**src/rtl/debug_pkg.sv**
```systemverilog
// rtl/debug_pkg.sv - shared debug-port constants and scanner FSM state type
package debug_pkg;

    // Debug port geometry shared with the mips core
    localparam int DEBUG_ADDR_W = 7;
    localparam int DEBUG_DATA_W = 32;

    typedef enum logic [2:0] {
        ST_IDLE    = 3'd0,
        ST_STEP    = 3'd1,
        ST_SETADDR = 3'd2,
        ST_WAIT    = 3'd3,
        ST_PUSH    = 3'd4
    } dbg_state_t;

endpackage

```
**src/rtl/debug_scanner_if.sv**
```systemverilog
// rtl/debug_scanner_if.sv - captured-word stream from the scanner to its sink
interface debug_scanner_if #(
    parameter int ADDR_W = 7,
    parameter int DATA_W = 32
);
    logic              valid;
    logic              ready;
    logic [ADDR_W-1:0] addr;
    logic [DATA_W-1:0] data;
    logic              last;

    modport master (output valid, output addr, output data, output last, input ready);
    modport slave  (input valid, input addr, input data, input last, output ready);
endinterface

```
**src/rtl/debug_pulse_gen.sv**
```systemverilog
// rtl/debug_pulse_gen.sv - STEP_W-cycle step pulse followed by one low gap cycle
module debug_pulse_gen #(
    parameter int STEP_W = 2
) (
    input  logic clk_i,
    input  logic rst_n_i,
    input  logic trig_i,
    output logic pulse_o,
    output logic done_o
);
    localparam int CNT_W = $clog2(STEP_W + 1);

    logic             active_q, active_d;
    logic [CNT_W-1:0] cnt_q, cnt_d;

    // Count STEP_W pulse cycles then one gap cycle; done marks the gap cycle
    always_comb begin
        active_d = active_q;
        cnt_d    = cnt_q;
        if (trig_i && !active_q) begin
            active_d = 1'b1;
            cnt_d    = '0;
        end else if (active_q) begin
            if (cnt_q == CNT_W'(STEP_W)) begin
                active_d = 1'b0;
            end else begin
                cnt_d = cnt_q + CNT_W'(1);
            end
        end
    end

    // Counter state register
    always_ff @(posedge clk_i or negedge rst_n_i) begin
        if (!rst_n_i) begin
            active_q <= 1'b0;
            cnt_q    <= '0;
        end else begin
            active_q <= active_d;
            cnt_q    <= cnt_d;
        end
    end

    assign pulse_o = active_q && (cnt_q < CNT_W'(STEP_W));
    assign done_o  = active_q && (cnt_q == CNT_W'(STEP_W));

endmodule

```
**src/rtl/debug_scanner.sv**
```systemverilog
// rtl/debug_scanner.sv - host-side debug master: halt, single-step and register scan (trace mode: DEBUG_SCANNER_AUTOSCAN_EN)
module debug_scanner
    import debug_pkg::*;
#(
    parameter int ADDR_W   = DEBUG_ADDR_W,
    parameter int DATA_W   = DEBUG_DATA_W,
    parameter int NUM_REGS = 128,
    parameter int READ_LAT = 1,
    parameter int STEP_W   = 2
) (
    input  logic              clk_i,
    input  logic              rst_n_i,
    input  logic              halt_i,
    input  logic              step_req_i,
    input  logic              start_i,
    output logic              busy_o,
    output logic              debug_en_o,
    output logic              debug_step_o,
    output logic [ADDR_W-1:0] debug_addr_o,
    input  logic [DATA_W-1:0] debug_data_i,
    debug_scanner_if.master   out_if
);
    localparam int LAT_W = $clog2(READ_LAT + 1);

    dbg_state_t        state_q, state_d;
    logic              pend_q, pend_d;
    logic [ADDR_W-1:0] addr_q, addr_d;
    logic [LAT_W-1:0]  lat_q, lat_d;
    logic              en_q;
    logic              ov_q, ov_d;
    logic [ADDR_W-1:0] oaddr_q, oaddr_d;
    logic [DATA_W-1:0] odata_q, odata_d;
    logic              olast_q, olast_d;
    logic              step_go;
    logic              step_pulse;
    logic              step_done;

    debug_pulse_gen #(
        .STEP_W (STEP_W)
    ) u_pulse (
        .clk_i   (clk_i),
        .rst_n_i (rst_n_i),
        .trig_i  (step_go),
        .pulse_o (step_pulse),
        .done_o  (step_done)
    );

    // Debug enable simply follows halt one cycle later, whatever the FSM does
    always_ff @(posedge clk_i or negedge rst_n_i) begin
        if (!rst_n_i) begin
            en_q <= 1'b0;
        end else begin
            en_q <= halt_i;
        end
    end

    // Next-state logic: step handling, scan sequencing and pending-start bookkeeping
    always_comb begin
        state_d = state_q;
        pend_d  = pend_q;
        addr_d  = addr_q;
        lat_d   = lat_q;
        ov_d    = ov_q;
        oaddr_d = oaddr_q;
        odata_d = odata_q;
        olast_d = olast_q;
        step_go = 1'b0;

        case (state_q)
            ST_IDLE: begin
                if (step_req_i && en_q) begin
                    state_d = ST_STEP;
                    step_go = 1'b1;
                end else if (start_i || pend_q) begin
                    state_d = ST_SETADDR;
                    addr_d  = '0;
                    pend_d  = 1'b0;
                end
            end
            ST_STEP: begin
                if (step_done) begin
                    state_d = ST_IDLE;
`ifdef DEBUG_SCANNER_AUTOSCAN_EN
                    pend_d  = 1'b1;
`endif
                end
            end
            ST_SETADDR: begin
                lat_d   = '0;
                state_d = ST_WAIT;
            end
            ST_WAIT: begin
                if (lat_q == LAT_W'(READ_LAT - 1)) begin
                    ov_d    = 1'b1;
                    oaddr_d = addr_q;
                    odata_d = debug_data_i;
                    olast_d = (addr_q == ADDR_W'(NUM_REGS - 1));
                    state_d = ST_PUSH;
                end else begin
                    lat_d = lat_q + LAT_W'(1);
                end
            end
            ST_PUSH: begin
                if (ov_q && out_if.ready) begin
                    ov_d = 1'b0;
                    if (olast_q) begin
                        state_d = ST_IDLE;
                    end else begin
                        addr_d  = addr_q + ADDR_W'(1);
                        state_d = ST_SETADDR;
                    end
                end
            end
            default: state_d = ST_IDLE;
        endcase

        // A start that cannot be served this cycle (busy, or losing to a step) is remembered once
        if (start_i && (state_q != ST_IDLE || state_d == ST_STEP)) begin
            pend_d = 1'b1;
        end
    end

    // State and output registers
    always_ff @(posedge clk_i or negedge rst_n_i) begin
        if (!rst_n_i) begin
            state_q <= ST_IDLE;
            pend_q  <= 1'b0;
            addr_q  <= '0;
            lat_q   <= '0;
            ov_q    <= 1'b0;
            oaddr_q <= '0;
            odata_q <= '0;
            olast_q <= 1'b0;
        end else begin
            state_q <= state_d;
            pend_q  <= pend_d;
            addr_q  <= addr_d;
            lat_q   <= lat_d;
            ov_q    <= ov_d;
            oaddr_q <= oaddr_d;
            odata_q <= odata_d;
            olast_q <= olast_d;
        end
    end

    assign busy_o       = (state_q != ST_IDLE);
    assign debug_en_o   = en_q;
    assign debug_step_o = step_pulse;
    assign debug_addr_o = addr_q;
    assign out_if.valid = ov_q;
    assign out_if.addr  = oaddr_q;
    assign out_if.data  = odata_q;
    assign out_if.last  = olast_q;

endmodule

```
**src/flat_wrapper.sv**
```systemverilog
// flat-port wrapper written by rule: the top's interface ports become plain ports
module debug_scanner_flat import debug_pkg::*;
#(
    parameter int ADDR_W   = DEBUG_ADDR_W,
    parameter int DATA_W   = DEBUG_DATA_W,
    parameter int NUM_REGS = 128,
    parameter int READ_LAT = 1,
    parameter int STEP_W   = 2
)
  (clk_i, rst_n_i, halt_i, step_req_i, start_i, busy_o, debug_en_o, debug_step_o, debug_addr_o, debug_data_i, out_if_valid, out_if_addr, out_if_data, out_if_last, out_if_ready);
  debug_scanner_if #(.ADDR_W(ADDR_W), .DATA_W(DATA_W)) out_if_i ();
  input  logic clk_i;
  input  logic rst_n_i;
  input  logic halt_i;
  input  logic step_req_i;
  input  logic start_i;
  output logic busy_o;
  output logic debug_en_o;
  output logic debug_step_o;
  output logic [ADDR_W-1:0] debug_addr_o;
  input  logic [DATA_W-1:0] debug_data_i;
  output wire logic [$bits(out_if_i.valid)-1:0] out_if_valid;
  output wire logic [$bits(out_if_i.addr)-1:0] out_if_addr;
  output wire logic [$bits(out_if_i.data)-1:0] out_if_data;
  output wire logic [$bits(out_if_i.last)-1:0] out_if_last;
  input wire logic [$bits(out_if_i.ready)-1:0] out_if_ready;
  assign out_if_valid = out_if_i.valid;
  assign out_if_addr = out_if_i.addr;
  assign out_if_data = out_if_i.data;
  assign out_if_last = out_if_i.last;
  assign out_if_i.ready = out_if_ready;
  debug_scanner #(.ADDR_W(ADDR_W), .DATA_W(DATA_W), .NUM_REGS(NUM_REGS), .READ_LAT(READ_LAT), .STEP_W(STEP_W)) u_core (.clk_i(clk_i), .rst_n_i(rst_n_i), .halt_i(halt_i), .step_req_i(step_req_i), .start_i(start_i), .busy_o(busy_o), .debug_en_o(debug_en_o), .debug_step_o(debug_step_o), .debug_addr_o(debug_addr_o), .debug_data_i(debug_data_i), .out_if(out_if_i));
endmodule
```
**config.mk**
```make
export PLATFORM = sky130hd
export DESIGN_NAME = debug_scanner_flat
export DESIGN_NICKNAME = d
export VERILOG_FILES = /design/src/rtl/debug_pkg.sv /design/src/rtl/debug_scanner_if.sv /design/src/rtl/debug_pulse_gen.sv /design/src/rtl/debug_scanner.sv /design/src/flat_wrapper.sv
export SDC_FILE = /design/constraint.sdc
export NUM_CORES = 1
export LEC_CHECK = 0
export BUFFER_PORTS_ARGS = -buffer_cell sky130_fd_sc_hd__buf_2
export CAP_MARGIN = 25
export CELL_PAD_IN_SITES_DETAIL_PLACEMENT = 0
export CELL_PAD_IN_SITES_GLOBAL_PLACEMENT = 1
export CORE_MARGIN = 1
export CORE_UTILIZATION = 30
export DETAILED_ROUTE_END_ITERATION = 10
export PLACE_DENSITY = 0.76
export SYNTH_ARGS = -nofsm -noshare
export SYNTH_HDL_FRONTEND = slang
export SYNTH_SLANG_ARGS = --single-unit
```
**constraint.sdc**
```tcl
create_clock -name clk_i -period 3.7 [get_ports clk_i]
set_input_delay 0.37 -clock clk_i [delete_from_list [all_inputs] [get_ports clk_i]]
set_output_delay 0.37 -clock clk_i [all_outputs]
set_load 0.005 [all_outputs]
```
; Word level (Yosys, flattened, before mapping)
; Index checks and enable logic that the tools add are counted.
[word_totals]
regBits = 57
latchBits = 0
mem_bits_rw = 0
rom_bits = 0
wordCells = 81
memories = 0
[classes]
add_sub_neg = 3
multipliers = 0
div_mod_pow = 0
magnitude_cmp = 1
eq_ne = 14
shifts = 0
mux = 29
n_bitwise = 1
reduce_logical = 22
[ops]
columns = operator, count
row1 = $mux W7, 4
row2 = $mux W3, 5
row3 = $pmux W3 S5, 1
row4 = $pmux W7 S2, 1
row5 = $mux W1, 12
row6 = $reduce_bool A2 Y1, 6
row7 = $ne A2 B2 Y1 const B, 5
row8 = $mux W2, 4
row9 = $add A7 B1 Y7 const B, 1
row10 = $eq A7 B7 Y1 const B, 1
row11 = $eq A3 B1 Y1 const B, 2
row12 = $eq A3 B2 Y1 const B, 2
row13 = $logic_and A1 B1 Y1, 6
row14 = $reduce_and A3 Y1, 2
row15 = $reduce_and A5 Y1, 1
row16 = $ne A2 B1 Y1 const B, 2
row17 = $pmux W1 S2, 2
row18 = $reduce_and A2 Y1, 2
row19 = $eq A3 B3 Y1 const B, 1
row20 = $logic_not A3 Y1, 1
row21 = $reduce_bool A3 Y1, 1
row22 = $add A2 B1 Y2 const B, 1
row23 = $eq A2 B2 Y1 const B, 1
row24 = $logic_or A1 B1 Y1, 2
row25 = 4 further kinds, 4

; Logic depth before layout (Yosys ltp)
; Gate-level depths: netlist (run 1).
[depth]
depth_word = 9
ltp_mapped = 6
ltp_nobuf = 6

; By module
; A second synthesis (run 1) with hierarchy kept.
[unflattened]
cells_unflattened = 170
hier_area_um2 = 2297.2
[by_module_without_submodules]
columns = module, instances, cells_each, area_per_inst_um2, seq_area_each_um2
row1 = debug_scanner, 1, 156, 2144.6, 1326.3
row2 = debug_pulse_gen, 1, 14, 152.6, 75.1

; Worst setup path after synthesis (run 1)
; Ideal clock, no wire load.
[synth_timing]
path_type = register -> register
start = reg u_core.state_q[1]
end = reg u_core.addr_q[5], in the netlist u_core.debug_addr_o[5]
setup_ns = 0.119
arrival_time_ns = 1.251
path_slack_ns = 2.330
stages_incl_launch_ff = 6
path_cell_list = dfrtp_1 -> or2_1 -> buf_2 -> nor4_4 -> xnor2_1 -> nor2_1
[synth_between]
elab_chain_len = 3
[synth_lines]
columns = item, line
row1 = "start, declared", debug_scanner.sv:25  ; dbg_state_t state_q, state_d;
row2 = "start signal, assigned", debug_scanner.sv:135  ; state_q <= state_d;
row3 = $eq A3 B3 Y1 or $logic_not A3 Y1 (tied branches), debug_scanner.sv:69  ; case (state_q)
row4 = $ne A2 B2 Y1 (no source line) (tied with other cells), --
row5 = $reduce_and A5 Y1 (no source line), --
row6 = "end signal, assigned", debug_scanner.sv:137  ; addr_q <= addr_d;
row7 = "end, declared", debug_scanner.sv:27  ; logic [ADDR_W-1:0] addr_q, addr_d;
; Several ways; a longest one is shown, not always the timed one.
; A chain may end at the register's enable or synchronous reset.

; Worst setup path after layout (run 1)
[layout_timing]
start = reg u_core.state_q[2]
end = reg u_core.odata_q[14], in the netlist u_core.out_if.data[14]
[layout_between]
elab_chain_len = 2
[layout_lines]
columns = item, line
row1 = $eq A3 B2 Y1, debug_scanner.sv:69
row2 = $reduce_and A2 Y1 (no source line), --
row3 = "end signal, assigned", debug_scanner.sv:141  ; odata_q <= odata_d;
row4 = "end, declared", debug_scanner.sv:32  ; logic [DATA_W-1:0] odata_q, odata_d;
; Every way passes these cells.

==> results of run 1 <==
==> synthesized netlist by cell type, types with 2 or more instances <==
| master | count |
|---|---|
| mux2i_1 | 3 |
| mux2_2 | 8 |
| mux2_1 | 31 |
| nor3_1 | 2 |
| nor2_1 | 8 |
| nand3_1 | 6 |
| nor2b_1 | 2 |
| o21ai_0 | 6 |
| dfrtp_1 | 56 |
| xnor2_1 | 4 |
| or2_1 | 2 |
| buf_2 | 5 |
| nand2_1 | 20 |
| ha_1 | 2 |
| inv_1 | 3 |
| nor4_4 | 2 |
| a21oi_1 | 2 |
==> routing by layer <==
metal / global-route usage / vias up
li1: - / 765
met1: 0.1406 / 742
met2: 0.1964 / 51
met3: 0.03878 / 6
met4: 0.03463 / 0
met5: 0 / -
==> power by group through the flow <==
stage | clock network [mW] | registers [mW] | logic [mW]
after detailed placement | 0 | 0.996 | 0.707
final | 0.338 | 0.981 | 0.684
after floorplan | 0 | 1.01 | 0.388
after CTS | 0.358 | 0.983 | 0.708
after global placement | 0 | 0.989 | 0.690
after global routing | 0.379 | 1.02 | 0.790
==> area by class of cell <==
cell class	instances	area, um2
multi-input cells	106	853.3
well taps	99	123.9
clock buffers	8	90.09
inverters	3	11.26
repair buffers	89	447.9
flip-flops and latches	56	1401
fillers	741	4403
==> state kept, by name, indices dropped and copies added, names as in the netlist <==
signal / flops
u_core.debug_addr_o: 7
u_core.debug_en_o: 1
u_core.out_if.addr: 7
u_core.out_if.data: 32
u_core.out_if.last: 1
u_core.out_if.valid: 1
u_core.pend_q: 1
u_core.state_q: 3
u_core.u_pulse.active_q: 1
u_core.u_pulse.cnt_q: 2
==> cell families after synthesis <==
| kind of cell | after synthesis |
|---|---|
| AOI/OAI and AO/OA | 11 |
| buffers and inverters | 8 |
| muxes | 42 |
| xor gates and xnor gates | 4 |
| adders and majority gates | 2 |
| DFF | 56 |
| and+or+nand+nor | 47 |
==> worst register-to-register path: stages, from the launching register on <==
cell and delay, ns:
dfrtp_1 0.46, nor2b_1 0.25, nand2_2 0.57, mux2_1 0.57
==> cell usage in the layout, fill, tap and decap left out <==
cell and n:
a21o_1 1, a21oi_1 2, a2bb2oi_1 1, and2_1 1, buf_2 88, buf_4 1
clkbuf_1 2, clkbuf_8 6, dfrtp_1 56, ha_1 2, inv_1 3, mux2_1 31
mux2_2 8, mux2i_1 3, nand2_1 19, nand2_2 1, nand3_1 6, nand3b_1 1
nand4_1 1, nand4b_2 1, nor2_1 8, nor2b_1 2, nor3_1 2, nor3_2 1
nor4_4 2, o21ai_0 6, o31ai_1 1, or2_1 2, xnor2_1 4
==> final timing paths <==
check                                                   startpoint                            endpoint  cells after the start
worst min-delay path                                       rst_n_i  u_core.out_if.data[31]$_DFFE_PN0N_                      1
worst max register to register         u_core.state_q[2]$_DFF_PN0_  u_core.out_if.data[14]$_DFFE_PN0N_                      3
worst min register to register  u_core.out_if.data[29]$_DFFE_PN0N_  u_core.out_if.data[29]$_DFFE_PN0N_                      1
max in group asynchronous                                  rst_n_i  u_core.out_if.data[14]$_DFFE_PN0N_                      2
worst max-delay path                   u_core.state_q[2]$_DFF_PN0_  u_core.out_if.data[14]$_DFFE_PN0N_                      3
min in group clk_i                                          halt_i         u_core.debug_en_o$_DFF_PN0_                      1
==> impl_metrics.ini, run 1 <==
[timing]
setup-violations-final = 0
setup_slack_ns = 1.732
finalCritPeriodShare = 0.5319
fmaxAchievable_mhz = 508.2
slew_headroom = 0.3702
maxSlewViolCount = 0
clock_skew_ns = 0.005157
finalSetupTns_ns = 0
rsz0062_at_grt = false
holdWs_ns = 0.009981
worstMarginPinSlew_ns = 0.9413
fin_crit_ns = 1.968
hold_viol_final = 0

[grt]
grt.overflow.total = 0
grt_usage = 0.1161
grt_start_max_net_pins = 42
antenna_found_initial = 0
grt_pass1_vias = 1519
grt_pass1_wl_um = 6996

[pwr]
p_int_mw = 1.368
power_frac_clock = 0.169
ir_worst_vdd_uv = 192.6
power.switching_uw = 634.1
seqPwrFrac = 0.490
switching_share = 0.3167
comb_power_share = 0.341
power.density_mw_per_mm2 = 683.9
p_leak_nw = 1.478
p_total_mw = 2.002

[yosys]
synthTopCellsByArea = dfrtp_1, mux2_1, mux2_2, nand2_1, nor4_4
synthXorXnorAreaFrac = 0.01531
synthCells = 170
synth_compound_area_frac = 0.02788
yosysUniqueCellTypes = 25
yosys.area.top_type_share = 0.6124
synth-edff-count = 0
syn_nets = 210
synth_top_family_by_area = multiplexers
synthFlopType = dfrtp_1
muxShareOfSynthArea = 0.2050
syn_area_mm2 = 0.002288
seq_area_frac_synth = 0.6124
synthSimpleGateAreaFrac = 0.1126
postSynthAreaPerCell_um2 = 13.46
synth-async-reset-ratio = 1.000
yosys.area.top_type = dfrtp_1
synth_fa_ha_area_frac = 0.01093
ys_warn_count = 0
synth-seq-cells = 56

[placement]
hpwl_um = 3167
post-place-ws_ns = 1.672
portBuffers = 88
post_dp_cell_area_mm2 = 0.002838
finalWeightedCongestion = 0.7064
placed_cells = 353

[floorplan]
die_area_mm2 = 0.007982
num_rows = 31
start_util = 0.3122
core_area_mm2 = 0.007331
die_w_um = 89.34
dieHeight_um = 89.34
pin_count = 89

[drt]
wl_per_cell_um = 11.96
vias_per_cell = 4.332
vias = 1564
wl_met2_um = 2017
drc = 0
dr.first_iter.drc_count = 60
maxUsedRoutingLayer = met4
drt_wl_total_um = 4319
drt-pass1-iter-count = 4
wl_met1_um = 1955
drtAntennaViolNets = 0
dr_wl_met3_um = 292

[worst_setup_path]
required_ns = 3.89
max_stage_delay_ns = 0.57
path_cells = nor2b_1 > nand2_2 > mux2_1
path_max_fanout = 41
arrival_ns = 2.15
cpMaxStageDelayCell = nand2_2
crit_family = simple AND/OR/NAND/NOR gates
cp-start-kind = flop
crit_path_end_kind = flop
r2r_slack_ns = 1.73
path_buf_inv = 0
path_class = reg -> reg

[layout]
fin_util = 0.3994
syn_to_final_growth_pct = 27.94
fin_area_mm2 = 0.002928
final_nets = 301
diodes = 0
drive_above_1_share = 0.4122
final-instance-count-excl-fill = 361

[clock_network]
post-cts-setup-buffers = 0
cts_root_buffer = clkbuf_8
clock_latency_ns = 0.30
cts_hold_buf = 0
cts_tree = yes
clock-sinks = 56
cts_buffer_depth = 2
clk_pin_slew_ns = 0.09
htree_levels = 2
cts_made_buffers = 5
cts_resized = 0

[run]
drv_cap = 0

[outcome]
outcome = finished, final reports clean

[worst_hold_path]
hp-class = in -> async
No activity file was read; power rests on OpenSTA's default activity.
==> run 2: changes to the inputs <==
- ABC_AREA: unset -> 1
- PLACE_DENSITY: 0.76 -> 0.8
- clock period: 3.7 -> 1.99 ns (I/O delays scaled with it)
==> run 2 against run 1 <==
Net effect: clock-buffer cell count shrank 1; worst hold slack gained 0.063 ns; area after synthesis grew 3.7%; register-to-register slack lost 1.1 ns; non-clock buffer count grew 3; clock power grew 93%; sequential share of layout area shrank 1.4 points; critical endpoint is now u_core.debug_addr_o[3]$_DFFE_PN0P_; largest power group unchanged.
==> impl_metrics.ini, run 2 <==
[grt]
grt_usage = 0.1327
grt_pass1_wl_um = 8749
grt.overflow.total = 0
antenna_found_initial = 0
grt_start_max_net_pins = 49
grt_pass1_vias = 1845

[clock_network]
clock-sinks = 56
post-cts-setup-buffers = 0
cts_root_buffer = clkbuf_8
cts_tree = yes
cts_buffer_depth = 2
htree_levels = 2
cts_made_buffers = 5
clk_pin_slew_ns = 0.10
cts_resized = 0
clock_latency_ns = 0.31

[worst_setup_path]
endpoint = u_core.debug_addr_o[3]$_DFFE_PN0P_
path_common_cell = nand2_1
path_class = reg -> reg
max_stage_delay_ns = 0.44
r2r_cells = 6
r2r_start = u_core.state_q[1]$_DFF_PN0_
rr_endpoint = u_core.debug_addr_o[3]$_DFFE_PN0P_
cp-start-kind = flop
r2r_slack_ns = 0.60
setup.worst_path.start = u_core.state_q[1]$_DFF_PN0_
arrival_ns = 1.59
crit_path_end_kind = flop
path_max_fanout = 15
path_cells = nor2_2 > nand3_1 > nand2_1 > nand3_4 > nand2_1 > o21ai_2
cpMaxStageDelayCell = dfrtp_1
required_ns = 2.19

[placement]
finalWeightedCongestion = 0.7878
portBuffers = 88
hpwl_um = 3565
post_dp_cell_area_mm2 = 0.002905

[floorplan]
die_area_mm2 = 0.008272
die_w_um = 90.95
core_area_mm2 = 0.007687
num_rows = 32
dieHeight_um = 90.95
start_util = 0.3088
pin_count = 89

[timing]
fmaxAchievable_mhz = 721.3
fin_crit_ns = 1.386
slew_headroom = 0.6221
setup-violations-final = 0
clock_skew_ns = 0.01103
hold_viol_final = 0
finalCritPeriodShare = 0.6966
maxSlewViolCount = 0
finalSetupTns_ns = 0
rsz0062_at_grt = false
worstMarginPinSlew_ns = 0.5668

[layout]
fin_area_mm2 = 0.003019
final_nets = 394
diodes = 0
syn_to_final_growth_pct = 27.20
fillers = 839
largest_register_ffs = 32
final_common_cell = nand2_1
drive_above_1_share = 0.3296
layout_common_cells = nand2_1, buf_2, dfrtp_1

[yosys]
yosys.area.top_type_share = 0.5904
yosysMostFrequentCell = nand2_1
synthCells = 264
yosysUniqueCellTypes = 26
syn_nets = 304
synth-seq-cells = 56
seq_area_frac_synth = 0.5904
synthTopCellsByArea = dfrtp_1, nand2_1, nand3_1, o21ai_2, o21ai_1
synth-edff-count = 0
synth-async-reset-ratio = 1.000
syn_area_mm2 = 0.002374
netlist_top_cells_count = nand2_1, dfrtp_1, nand3_1
yosys.area.top_type = dfrtp_1
postSynthAreaPerCell_um2 = 8.991
ys_warn_count = 0
synthFlopType = dfrtp_1

[pwr]
ir_worst_vdd_uv = 521.3
p_leak_nw = 1.684
power.density_mw_per_mm2 = 1289

[worst_hold_path]
min_from = debug_data_i[14]
hp-class = in -> reg

[drt]
drt_wl_total_um = 5110
drtAntennaViolNets = 0
wl_met1_um = 2412
vias_per_cell = 4.346
dr_wl_met3_um = 314
drc = 0
wl_per_cell_um = 11.18
drt-pass1-iter-count = 6
vias = 1986
maxUsedRoutingLayer = met4
dr.first_iter.drc_count = 47
wl_met2_um = 2314

[outcome]
outcome = finished, final reports clean

[run]
drv_cap = 0
[run 2: cell types whose count changed in the layout (fill, tap and decap cells not counted), moves of 4 or more]
cell / previous run / this run
o21ai_2: 0 / 7
mux2_1: 31 / 0
nand2_1: 19 / 132
o21ai_0: 6 / 2
inv_1: 3 / 11
nand3_1: 6 / 12
mux2_2: 8 / 0
o21ai_1: 0 / 9
xnor2_1: 4 / 0
[run 2: final cells by class]
| class | instances | area [um2] | area share |
|---|---|---|---|
| clock buffer | 7 | 86.33 | 0.02860 |
| clock inverter | 1 | 7.507 | 0.002487 |
| inverter | 14 | 52.55 | 0.01741 |
| multi-input combinational | 185 | 855.8 | 0.2835 |
| sequential | 56 | 1401 | 0.4642 |
| tap | 102 | 127.6 | 0.04227 |
| timing repair buffer | 92 | 488.0 | 0.1616 |
[run 2: worst max-delay path: cells and delay by family (launching register included)]
kind / cells / cell delay [ns]
simple gates: 5 / 0.78
flops: 1 / 0.44
compound gates: 1 / 0.06
[run 2: worst min-delay path by stage]
| stage | endpoint | slack (ns) | depth (start not counted) |
|---|---|---|---|
| 2_1_floorplan | u_core.debug_addr_o[0]$_DFFE_PN0P_ | -0.1 | 0 |
| 3_3_place_gp | u_core.out_if.addr[0]$_DFFE_PN0N_ | 0.22 | 1 |
| 3_5_place_dp | u_core.out_if.addr[0]$_DFFE_PN0N_ | 0.23 | 1 |
| 4_1_cts | u_core.out_if.data[14]$_DFFE_PN0N_ | 0.07 | 3 |
| 5_1_grt | u_core.out_if.data[9]$_DFFE_PN0N_ | 0.06 | 3 |
| 6_report | u_core.out_if.data[14]$_DFFE_PN0N_ | 0.07 | 3 |
[run 2: cell families (layout without fill, tap and decap cells)]
kind of cell    count (synthesis)  after routing  share of synthesized area
fa+ha+maj                       2              2                    0.01054
simple gates                  161            161                     0.2857
xor+xnor                        1              1                   0.003691
compound gates                 21             21                    0.05852
buf+inv                        23            114                    0.05113
flops                          56             56                     0.5904
[run 2: power breakdown]
| group | switching (mW) | leakage [nW] | total, mW | internal, mW |
|---|---|---|---|---|
| logic | 0.843 | 0.927 | 1.43 | 0.592 |
| clock network | 0.369 | 0.0445 | 0.653 | 0.284 |
| registers | 0.251 | 0.712 | 1.80 | 1.55 |
[run 2: routing by layer]
metal,GRT usage,vias up
li1,-,1005
met5,0,-
met2,0.2134,66
met3,0.03769,8
met1,0.1748,907
met4,0.03704,0
[run 2: repair_timing]
item | CTS | global route
endpoints found under the setup margin | 0 | 0
hold buffers | 2 | 0
hold endpoints to repair | 23 | 0
[run 2: metrics by stage]
stage          setup slack, ns  utilization  power (mW)  hold WS (ns)  std cells
2_1_floorplan           0.7678            -       2.741      -0.09659        264
3_3_place_gp            0.6259       0.3779       3.261        0.2187        447
3_5_place_dp            0.5798       0.3779       3.293        0.2265        447
4_1_cts                 0.5646       0.3927       3.971       0.06506        457
5_1_grt                 0.4177       0.3927       4.270       0.06377        457
6_report                0.6037       0.3927       3.891       0.07331        457
